--- src/rtl/cnn_pkg.sv ---
`default_nettype none
// cnn_pkg: frame constants and sequencer state encoding shared by the UART frame controller.
// Revision: 1.0
package cnn_pkg;

  localparam int         NUM_PIXELS  = 784;
  localparam int         ADDR_W      = 10;
  localparam int         TIMEOUT_CYC = 2_000_000;
  localparam logic [7:0] HDR_BYTE    = 8'hAA;
  localparam logic [7:0] RESULT_OFS  = 8'h30;

  typedef enum logic [2:0] {
    ST_IDLE     = 3'd0,
    ST_LOAD     = 3'd1,
    ST_START    = 3'd2,
    ST_WAIT_CNN = 3'd3,
    ST_SEND     = 3'd4,
    ST_TX_WAIT  = 3'd5
  } state_t;

endpackage
`default_nettype wire

--- src/rtl/uart_frame_ctrl_if.sv ---
`default_nettype none
// uart_frame_ctrl_if: UART byte, image buffer and CNN handshakes around the frame sequencer.
// Revision: 1.0
interface uart_frame_ctrl_if #(
  parameter int ADDR_W = 10
) ();

  logic              rx_rdy;
  logic [7:0]        rx_data;
  logic              clr_rx_rdy;
  logic              trmt;
  logic [7:0]        tx_data;
  logic              tx_done;
  logic              img_we;
  logic [ADDR_W-1:0] img_addr;
  logic [7:0]        img_wdata;
  logic              cnn_start;
  logic              cnn_done;
  logic [3:0]        cnn_result;
  logic              busy;
  logic              frame_err;

  // Sequencer side.
  modport master (
    input  rx_rdy, rx_data, tx_done, cnn_done, cnn_result,
    output clr_rx_rdy, trmt, tx_data, img_we, img_addr, img_wdata,
           cnn_start, busy, frame_err
  );

  // UART / buffer / CNN side.
  modport slave (
    output rx_rdy, rx_data, tx_done, cnn_done, cnn_result,
    input  clr_rx_rdy, trmt, tx_data, img_we, img_addr, img_wdata,
           cnn_start, busy, frame_err
  );

endinterface
`default_nettype wire

--- src/rtl/uart_frame_ctrl_byte_timeout.sv ---
`default_nettype none
// byte_timeout: idle-cycle counter that flags expiry after TIMEOUT_CYC-1 enabled cycles without a clear.
// Revision: 1.0
module byte_timeout #(
  parameter int TIMEOUT_CYC = 2_000_000
) (
  input  logic clk,
  input  logic rst_n,
  input  logic clr,
  input  logic en,
  output logic expired
);

  localparam int              CNT_W    = (TIMEOUT_CYC > 1) ? $clog2(TIMEOUT_CYC) : 1;
  localparam logic [CNT_W-1:0] CNT_LAST = CNT_W'(TIMEOUT_CYC - 1);

  logic [CNT_W-1:0] cnt_q, cnt_d;

  assign expired = en && (cnt_q == CNT_LAST);

  always_comb begin
    cnt_d = cnt_q;
    if (clr) begin
      cnt_d = '0;
    end else if (en && !expired) begin
      cnt_d = cnt_q + 1'b1;
    end
  end

  always_ff @(posedge clk or negedge rst_n) begin
    if (!rst_n) begin
      cnt_q <= '0;
    end else begin
      cnt_q <= cnt_d;
    end
  end

endmodule
`default_nettype wire

--- src/rtl/uart_frame_ctrl.sv ---
`default_nettype none
// uart_frame_ctrl: receives a header-framed image over UART, loads the image buffer,
// runs the CNN and transmits the result byte. Revision: 1.0
module uart_frame_ctrl #(
  parameter int         NUM_PIXELS  = cnn_pkg::NUM_PIXELS,
  parameter int         ADDR_W      = cnn_pkg::ADDR_W,
  parameter int         TIMEOUT_CYC = cnn_pkg::TIMEOUT_CYC,
  parameter logic [7:0] HDR_BYTE    = cnn_pkg::HDR_BYTE,
  parameter logic [7:0] RESULT_OFS  = cnn_pkg::RESULT_OFS
) (
  input  logic             clk,
  input  logic             rst_n,
  uart_frame_ctrl_if.master bus
);

  import cnn_pkg::*;

  localparam logic [ADDR_W-1:0] LAST_ADDR = ADDR_W'(NUM_PIXELS - 1);

  state_t            state_q, state_d;
  logic [ADDR_W-1:0] pix_q, pix_d;
  logic [7:0]        tx_data_q, tx_data_d;
  logic              cnn_start_q, cnn_start_d;
  logic              trmt_q, trmt_d;
  logic              busy_q, busy_d;
  logic              frame_err_q, frame_err_d;
  logic              tx_first_q, tx_first_d;

  logic accept;
  logic take;
  logic tmo_en;
  logic tmo_clr;
  logic tmo_expired;

  // Gated by rst_n so a byte held pending through reset is only consumed after release.
  assign accept  = (state_q == ST_IDLE) || (state_q == ST_LOAD);
  assign take    = rst_n && bus.rx_rdy && accept;
  assign tmo_en  = (state_q == ST_LOAD);
  assign tmo_clr = take || !tmo_en;

  byte_timeout #(
    .TIMEOUT_CYC (TIMEOUT_CYC)
  ) u_timeout (
    .clk     (clk),
    .rst_n   (rst_n),
    .clr     (tmo_clr),
    .en      (tmo_en),
    .expired (tmo_expired)
  );

  always_comb begin
    state_d     = state_q;
    pix_d       = pix_q;
    tx_data_d   = tx_data_q;
    frame_err_d = frame_err_q;
    tx_first_d  = tx_first_q;
    cnn_start_d = 1'b0;
    trmt_d      = 1'b0;
    case (state_q)
      ST_IDLE: begin
        if (take && (bus.rx_data == HDR_BYTE)) begin
          state_d     = ST_LOAD;
          pix_d       = '0;
          frame_err_d = 1'b0;
        end
      end
      ST_LOAD: begin
        // A byte arriving on the expiry cycle takes priority over the abort.
        if (take) begin
          pix_d = pix_q + 1'b1;
          if (pix_q == LAST_ADDR) begin
            state_d     = ST_START;
            cnn_start_d = 1'b1;
          end
        end else if (tmo_expired) begin
          state_d     = ST_IDLE;
          frame_err_d = 1'b1;
        end
      end
      ST_START: begin
        state_d = ST_WAIT_CNN;
      end
      ST_WAIT_CNN: begin
        if (bus.cnn_done) begin
          tx_data_d = RESULT_OFS + {4'h0, bus.cnn_result};
          state_d   = ST_SEND;
          trmt_d    = 1'b1;
        end
      end
      ST_SEND: begin
        state_d    = ST_TX_WAIT;
        tx_first_d = 1'b1;
      end
      ST_TX_WAIT: begin
        // tx_done is still high from the previous transfer on the first cycle here.
        tx_first_d = 1'b0;
        if (!tx_first_q && bus.tx_done) begin
          state_d = ST_IDLE;
        end
      end
      default: begin
        state_d = ST_IDLE;
      end
    endcase
    busy_d = (state_d != ST_IDLE);
  end

  always_ff @(posedge clk or negedge rst_n) begin
    if (!rst_n) begin
      state_q     <= ST_IDLE;
      pix_q       <= '0;
      tx_data_q   <= 8'h00;
      cnn_start_q <= 1'b0;
      trmt_q      <= 1'b0;
      busy_q      <= 1'b0;
      frame_err_q <= 1'b0;
      tx_first_q  <= 1'b0;
    end else begin
      state_q     <= state_d;
      pix_q       <= pix_d;
      tx_data_q   <= tx_data_d;
      cnn_start_q <= cnn_start_d;
      trmt_q      <= trmt_d;
      busy_q      <= busy_d;
      frame_err_q <= frame_err_d;
      tx_first_q  <= tx_first_d;
    end
  end

  assign bus.clr_rx_rdy = take;
  assign bus.img_we     = take && (state_q == ST_LOAD);
  assign bus.img_addr   = pix_q;
  assign bus.img_wdata  = bus.rx_data;
  assign bus.cnn_start  = cnn_start_q;
  assign bus.trmt       = trmt_q;
  assign bus.tx_data    = tx_data_q;
  assign bus.busy       = busy_q;
  assign bus.frame_err  = frame_err_q;

endmodule
`default_nettype wire

--- src/flat_wrapper.sv ---
// flat-port wrapper written by rule: the top's interface ports become plain ports
module uart_frame_ctrl_flat import cnn_pkg::*;
#(
  parameter int         NUM_PIXELS  = cnn_pkg::NUM_PIXELS,
  parameter int         ADDR_W      = cnn_pkg::ADDR_W,
  parameter int         TIMEOUT_CYC = cnn_pkg::TIMEOUT_CYC,
  parameter logic [7:0] HDR_BYTE    = cnn_pkg::HDR_BYTE,
  parameter logic [7:0] RESULT_OFS  = cnn_pkg::RESULT_OFS
)
  (clk, rst_n, bus_rx_rdy, bus_rx_data, bus_tx_done, bus_cnn_done, bus_cnn_result, bus_clr_rx_rdy, bus_trmt, bus_tx_data, bus_img_we, bus_img_addr, bus_img_wdata, bus_cnn_start, bus_busy, bus_frame_err);
  uart_frame_ctrl_if #(.ADDR_W(ADDR_W)) bus_i ();
  input  logic clk;
  input  logic rst_n;
  input wire logic [$bits(bus_i.rx_rdy)-1:0] bus_rx_rdy;
  input wire logic [$bits(bus_i.rx_data)-1:0] bus_rx_data;
  input wire logic [$bits(bus_i.tx_done)-1:0] bus_tx_done;
  input wire logic [$bits(bus_i.cnn_done)-1:0] bus_cnn_done;
  input wire logic [$bits(bus_i.cnn_result)-1:0] bus_cnn_result;
  output wire logic [$bits(bus_i.clr_rx_rdy)-1:0] bus_clr_rx_rdy;
  output wire logic [$bits(bus_i.trmt)-1:0] bus_trmt;
  output wire logic [$bits(bus_i.tx_data)-1:0] bus_tx_data;
  output wire logic [$bits(bus_i.img_we)-1:0] bus_img_we;
  output wire logic [$bits(bus_i.img_addr)-1:0] bus_img_addr;
  output wire logic [$bits(bus_i.img_wdata)-1:0] bus_img_wdata;
  output wire logic [$bits(bus_i.cnn_start)-1:0] bus_cnn_start;
  output wire logic [$bits(bus_i.busy)-1:0] bus_busy;
  output wire logic [$bits(bus_i.frame_err)-1:0] bus_frame_err;
  assign bus_i.rx_rdy = bus_rx_rdy;
  assign bus_i.rx_data = bus_rx_data;
  assign bus_i.tx_done = bus_tx_done;
  assign bus_i.cnn_done = bus_cnn_done;
  assign bus_i.cnn_result = bus_cnn_result;
  assign bus_clr_rx_rdy = bus_i.clr_rx_rdy;
  assign bus_trmt = bus_i.trmt;
  assign bus_tx_data = bus_i.tx_data;
  assign bus_img_we = bus_i.img_we;
  assign bus_img_addr = bus_i.img_addr;
  assign bus_img_wdata = bus_i.img_wdata;
  assign bus_cnn_start = bus_i.cnn_start;
  assign bus_busy = bus_i.busy;
  assign bus_frame_err = bus_i.frame_err;
  uart_frame_ctrl #(.NUM_PIXELS(NUM_PIXELS), .ADDR_W(ADDR_W), .TIMEOUT_CYC(TIMEOUT_CYC), .HDR_BYTE(HDR_BYTE), .RESULT_OFS(RESULT_OFS)) u_core (.clk(clk), .rst_n(rst_n), .bus(bus_i));
endmodule
--- config.mk ---
export PLATFORM = sky130hd
export DESIGN_NAME = uart_frame_ctrl_flat
export DESIGN_NICKNAME = d
export VERILOG_FILES = /design/src/rtl/cnn_pkg.sv /design/src/rtl/uart_frame_ctrl_if.sv /design/src/rtl/uart_frame_ctrl_byte_timeout.sv /design/src/rtl/uart_frame_ctrl.sv /design/src/flat_wrapper.sv
export SDC_FILE = /design/constraint.sdc
export NUM_CORES = 1
export LEC_CHECK = 0
export BUFFER_PORTS_ARGS = -buffer_cell sky130_fd_sc_hd__buf_2
export CAP_MARGIN = 0
export CORE_UTILIZATION = 50
export CTS_CLUSTER_DIAMETER = 100
export DETAILED_ROUTE_END_ITERATION = 6
export PLACE_DENSITY = 0.74
export RECOVER_POWER = 100
export SETUP_SLACK_MARGIN = 0.1
export SYNTH_ARGS = -nofsm -noshare
export SYNTH_HDL_FRONTEND = slang
export SYNTH_SLANG_ARGS = --single-unit
--- constraint.sdc ---
create_clock -name clk -period 1.98 [get_ports clk]
set_input_delay 0.198 -clock clk [delete_from_list [all_inputs] [get_ports clk]]
set_output_delay 0.198 -clock clk [all_outputs]
set_load 0.01 [all_outputs]
After elaboration in Yosys (flattened, before gate mapping)
Index checks and enable logic that the tools add are counted.
{"block": "word_totals", "ff_bits": 47, "output_inout_bits": 32}
{"block": "classes", "n_reduce_logical": 20, "n_mux": 22, "addsub": 3, "eq_ne": 12}
{"operator": "$mux W21", "n": 2}
{"operator": "$add A21 B1 Y21 const B", "n": 1}
{"operator": "$eq A21 B21 Y1 const B", "n": 1}
{"operator": "$mux W10", "n": 2}
{"operator": "$pmux W10 S2", "n": 1}
{"operator": "$mux W3", "n": 6}
{"operator": "$pmux W3 S6", "n": 1}
{"operator": "$add A10 B1 Y10 const B", "n": 1}
{"operator": "$eq A10 B10 Y1 const B", "n": 1}
{"operator": "$eq A8 B8 Y1 const B", "n": 1}
{"operator": "$mux W1", "n": 8}
{"operator": "$add A6 B4 Y7 const A", "n": 1}
{"operator": "$logic_and A1 B1 Y1", "n": 7}
{"operator": "$eq A3 B2 Y1 const B", "n": 2}
{"operator": "$eq A3 B3 Y1 const B", "n": 2}
{"operator": "$ne A2 B2 Y1 const B", "n": 3}
{"operator": "$reduce_bool A2 Y1", "n": 3}
{"operator": "$pmux W1 S2", "n": 2}
{"operator": "$reduce_and A4 Y1", "n": 1}
{"operator": "$eq A3 B1 Y1 const B", "n": 1}
{"operator": "$logic_not A1 Y1", "n": 3}
{"operator": "$logic_not A3 Y1", "n": 1}
{"operator": "$reduce_and A3 Y1", "n": 1}
{"operator": "$reduce_bool A3 Y1", "n": 1}
{"operator": "other kinds (3)", "n": 4}

Depth between registers and ports, before layout
{"block": "logic_depth", "word_depth": 7, "mapped_depth": 6}

Hierarchy
Synthesis repeated with hierarchy kept, for this count alone.
{"block": "hier_totals", "cells_unflattened": 255, "area_unflattened_um2": 2422.3}
{"mod": "byte_timeout", "area_each_um2": 1246.2, "cells_per_inst": 132, "n_inst": 1}
{"mod": "uart_frame_ctrl", "area_each_um2": 1176.1, "cells_per_inst": 123, "n_inst": 1}

Worst setup path before layout
Ideal clock, no wire load.
{"block": "synth_path", "kind": "register to register", "from": "reg u_core.state_q[1]", "to": "reg u_core.pix_q[6] (netlist: u_core.bus.img_addr[6])", "t_arrival_ns": 1.684, "path_buffers": 1, "slack_ns": 0.218, "path_stages_with_launch": 6, "setup_ns": 0.078, "t_required_ns": 1.902, "path_cell_list": "dfrtp_1 > nor4bb_1 > buf_2 > nand4_1 > or4_1 > a21oi_1"}
{"block": "synth_via", "elab_chain_cells": 6, "word_cells_on_any_way": 10}
{"item": "from (decl)", "line": "uart_frame_ctrl.sv:20", "text": "state_t state_q, state_d;"}
{"item": "from (signal assigned)", "line": "uart_frame_ctrl.sv:119", "text": "state_q <= state_d;"}
{"item": "$eq A3 B1 Y1 / $logic_not A3 Y1 (equally long branches)", "line": "uart_frame_ctrl.sv:36", "text": "assign accept = (state_q == ST_IDLE) || (state_q == ST_LOAD);"}
{"item": "$logic_or A1 B1 Y1 *", "line": "uart_frame_ctrl.sv:36"}
{"item": "$logic_and A1 B1 Y1 *", "line": "uart_frame_ctrl.sv:37", "text": "assign take = rst_n && bus.rx_rdy && accept;"}
{"item": "named net bus_clr_rx_rdy", "line": "flat_wrapper.sv:19", "text": "output wire logic [$bits(bus_i.clr_rx_rdy)-1:0] bus_clr_rx_rdy;"}
{"item": "$logic_and A1 B1 Y1", "line": "uart_frame_ctrl.sv:61", "text": "if (take && (bus.rx_data == HDR_BYTE)) begin"}
{"item": "$ne A2 B2 Y1 (no line)"}
{"item": "$reduce_and A3 Y1 (no line) *"}
{"item": "to (signal assigned)", "line": "uart_frame_ctrl.sv:120", "text": "pix_q <= pix_d;"}
{"item": "to (decl)", "line": "uart_frame_ctrl.sv:21", "text": "logic [ADDR_W-1:0] pix_q, pix_d;"}
The timed path passes the listed nets; every way through them passes the cells marked *.
A chain may end at the register's enable or synchronous reset.

Worst setup path after layout
{"block": "layout_path", "from": "reg u_core.state_q[1]", "to": "reg u_core.pix_q[7] (netlist: u_core.bus.img_addr[7])"}
{"block": "layout_via", "elab_chain_cells": 6, "word_cells_on_any_way": 10}
{"item": "$eq A3 B1 Y1 / $logic_not A3 Y1 (equally long branches)", "line": "uart_frame_ctrl.sv:36, uart_frame_ctrl.sv:59"}
{"item": "$logic_or A1 B1 Y1", "line": "uart_frame_ctrl.sv:36"}
{"item": "$logic_and A1 B1 Y1", "line": "uart_frame_ctrl.sv:37"}
{"item": "$logic_and A1 B1 Y1", "line": "uart_frame_ctrl.sv:61"}
{"item": "$ne A2 B2 Y1 (no line)"}
{"item": "$reduce_and A3 Y1 (no line)"}
Several ways; a longest one is shown, not always the timed one.

==> out/results.ini <==
[timing]
slew_headroom_pct=27.5
maxSlewViolCount=0
setup_viol=0
worst_slew_pin_slew_ns=1.09
fin_skew_ns=0.00579
rsz0062_at_grt=yes
fin_crit_sh_pct=92.5
holdWs_ns=0.133
period_minus_slack_ns=1.83
fin_tns_setup_ns=0
clock.fmax_mhz=546
final_hold_viol_count=0

[detailed_routing]
first_iter_violations=161
ant_nets=0
via_per_inst=5.96
via_count=1984
drtPass1Iterations=4
drc_errors=0
routedWlPerCell_um=15.3
routed_wl_um=5110

[power]
p_leak_nw=1.09
switching_share_pct=33.1
power_frac_comb_pct=22.9
p_switching_w=0.000736
ir_drop_uv=638
power.total_w=0.00223
p_per_area_nw_per_um2=847
pwr-share-clk_pct=25.9
p_int_w=0.00149
p_seq_share_pct=51.2

[clock_network]
numCtsBuffers=5
htree_levels=2
cts_tree=done
clock_path_buffers=2
clkSinkCount=44
insertion_delay_ns=0.29
postCtsHoldBufs=0
root_buffer=clkbuf_8
clk_pin_slew_ns=0.08

[run]
max_cap_violations=0

[synth]
synth_compound_gate_area_share_pct=14.0
synthDominantCellAreaShare_pct=48.0
synth.area.top_cells=dfrtp_1 (48%), buf_4 (3.6%), a21oi_1 (3.3%)
synth_edf_count=0
synth_top_area_cell=dfrtp_1
avgSynthCellArea_sq_um=9.85
synthMuxAreaShare_pct=2.89
ys.flop_type=dfrtp_1
synth_seq_cells=44
synth-seq-area-share_pct=48.0
synth.most_common_cell=dfrtp_1
synth_xor_area_share_pct=2.67
postSynthCellCount=233
synth_simple_gate_area_share_pct=24.9
yosys-top-cells-count=dfrtp_1 (44), a21oi_1 (15), nand2_1 (15), buf_4 (11), nor2_1 (10)
synth_top_family_by_area=simple AND/OR/NAND/NOR gates
synthAdderAreaFrac_pct=1.09
synth.distinct_cells=46
async_flop_share_pct=100
ys_warn_count=0
syn_area_sq_um=2290

[floorplanning]
fp.dieW_um=69.7
dieArea_sq_um=4860
die_y_um=69.7
coreArea_sq_um=4380
std_cell_rows=24
io_pins=49
initial_utilization_pct=52.3

[cells_and_area]
syn_to_final_growth_pct=14.5
fill_cells=403
num_antenna_cells=0
drive_gt1_share_pct=17.8
instances_no_fill=333
multi_input_area_sq_um=1070
final_nets=299
ff_latch_area_sq_um=1110

[placement]
place_congestion=0.809
hpwl_um=3530
io_buffers=46
dp.cells=321

[global_routing]
met3_usage_pct=3.92
grt_pass1_vias=1892
grt_usage_pct=21.7
grt_pass1_wl_um=8440
grt_use_met2_pct=35.7
top_usage_layer=met2
overflow=0
grt_max_degree=46
grtUsageMet1_pct=29.2
antenna_found_initial=0

[setup_path]
critPathKind=flop to flop
worstPathRequired_ns=2.20
cp-end-kind=flop
arrival_ns=2.05
crit_fanout=6
worst_setup_path_start_kind=flop

[worst_hold_path]
min_path_type=input port to flop

[status]
status=completed

## kinds of logic after synthesis
| logic type | after synthesis |
|---|---|
| mux | 6 |
| other cells | 1 |
| flops | 44 |
| fa+ha+maj | 2 |
| xor+xnor | 7 |
| simple gates | 95 |
| buf+inv | 27 |
| compound gates | 51 |
## power groups by stage
stage | registers [W] | logic, W | clock network (W)
CTS | 0.00113 | 0.000514 | 0.000587
detailed placement | 0.00115 | 0.000509 | 0
floorplan | 0.00113 | 0.000332 | 0
global route | 0.00116 | 0.000566 | 0.000617
global placement | 0.00114 | 0.000496 | 0
finish | 0.00114 | 0.000509 | 0.000576
## cell usage in the layout, fill, tap and decap left out, types with 2 or more instances in the layout
cell	count
nor4_1	5
nand3_1	9
o2111ai_1	2
a22o_1	2
o21ai_1	3
mux2_2	5
clkbuf_1	34
o211ai_1	2
a21oi_1	14
dfrtp_1	39
buf_2	16
o31ai_1	8
or3_1	5
xnor2_1	5
nor4bb_1	3
nand2b_1	5
nand4_1	8
xor2_1	2
a31oi_1	5
o21ai_0	6
nor4b_1	2
and3_1	3
nor3_1	6
clkbuf_8	6
and4_1	3
nor2_1	9
clkbuf_4	2
or4_1	7
and2_1	2
and3_2	2
dfrtp_2	5
conb_1	2
buf_4	6
nand2_1	15
inv_1	9
a211oi_1	4
o21a_1	3
## flip-flops by register name (all words and copies together), names as in the netlist
register and count:
u_core.bus.busy 1, u_core.state_q 3, u_core.bus.img_addr 10, u_core.bus.trmt 1, u_core.u_timeout.cnt_q 21, u_core.bus.tx_data 5, u_core.tx_first_q 1, u_core.bus.frame_err 1
u_core.bus.cnn_start 1
## layout make-up
type	count	share of cell area, %
clock buffers	8	3.43
inverters	9	1.29
multi-input cells	163	40.6
repair buffers	57	10.1
flip-flops and latches	44	42.1
well taps	52	2.48
## routing by layer
layer | part of all wire (%) | wire (um) | vias up
met5 | 0 | 0 | -
met4 | 1.2 | 62 | 0
met3 | 3.8 | 194 | 6
met2 | 48 | 2440 | 56
met1 | 47 | 2420 | 976
li1 | - | - | 946
## what timing repair did
action,CTS,global route
setup endpoints to repair,3,14
buffers inserted,2,2
pin swaps,2,2
resized for setup,0,10
## worst max-delay path, cell delays in order (launching register included)
cell and delay (ns):
dfrtp_1 0.39, nor4bb_1 0.30, buf_4 0.19, nand3_1 0.19
or4_1 0.53, a21oi_1 0.17
## final timing paths
kind,endpoint,from,slack (ns),cells past startpoint
max,u_core.bus.img_addr[7],u_core.state_q[1],0.15,5
min,u_core.bus.tx_data[2],bus_cnn_result[2],0.13,2
max reg2reg,u_core.bus.img_addr[7],u_core.state_q[1],0.15,5
min reg2reg,u_core.bus.tx_data[4],u_core.bus.tx_data[4],0.50,1
max in group asynchronous,u_core.u_timeout.cnt_q[4],rst_n,0.92,2
min in group asynchronous,u_core.bus.img_addr[5],rst_n,0.32,2
## stage by stage
step	setup WS, ns	instance area [sq um]	utilization (%)
2_1_floorplan	0.218	2300	-
3_3_place_gp	0.00937	2530	57.8
3_5_place_dp	-0.0968	2530	57.8
4_1_cts	0.122	2640	60.2
5_1_grt	0.0433	2630	59.9
6_report	0.148	2630	59.9
(Power assumes the default switching activity.)
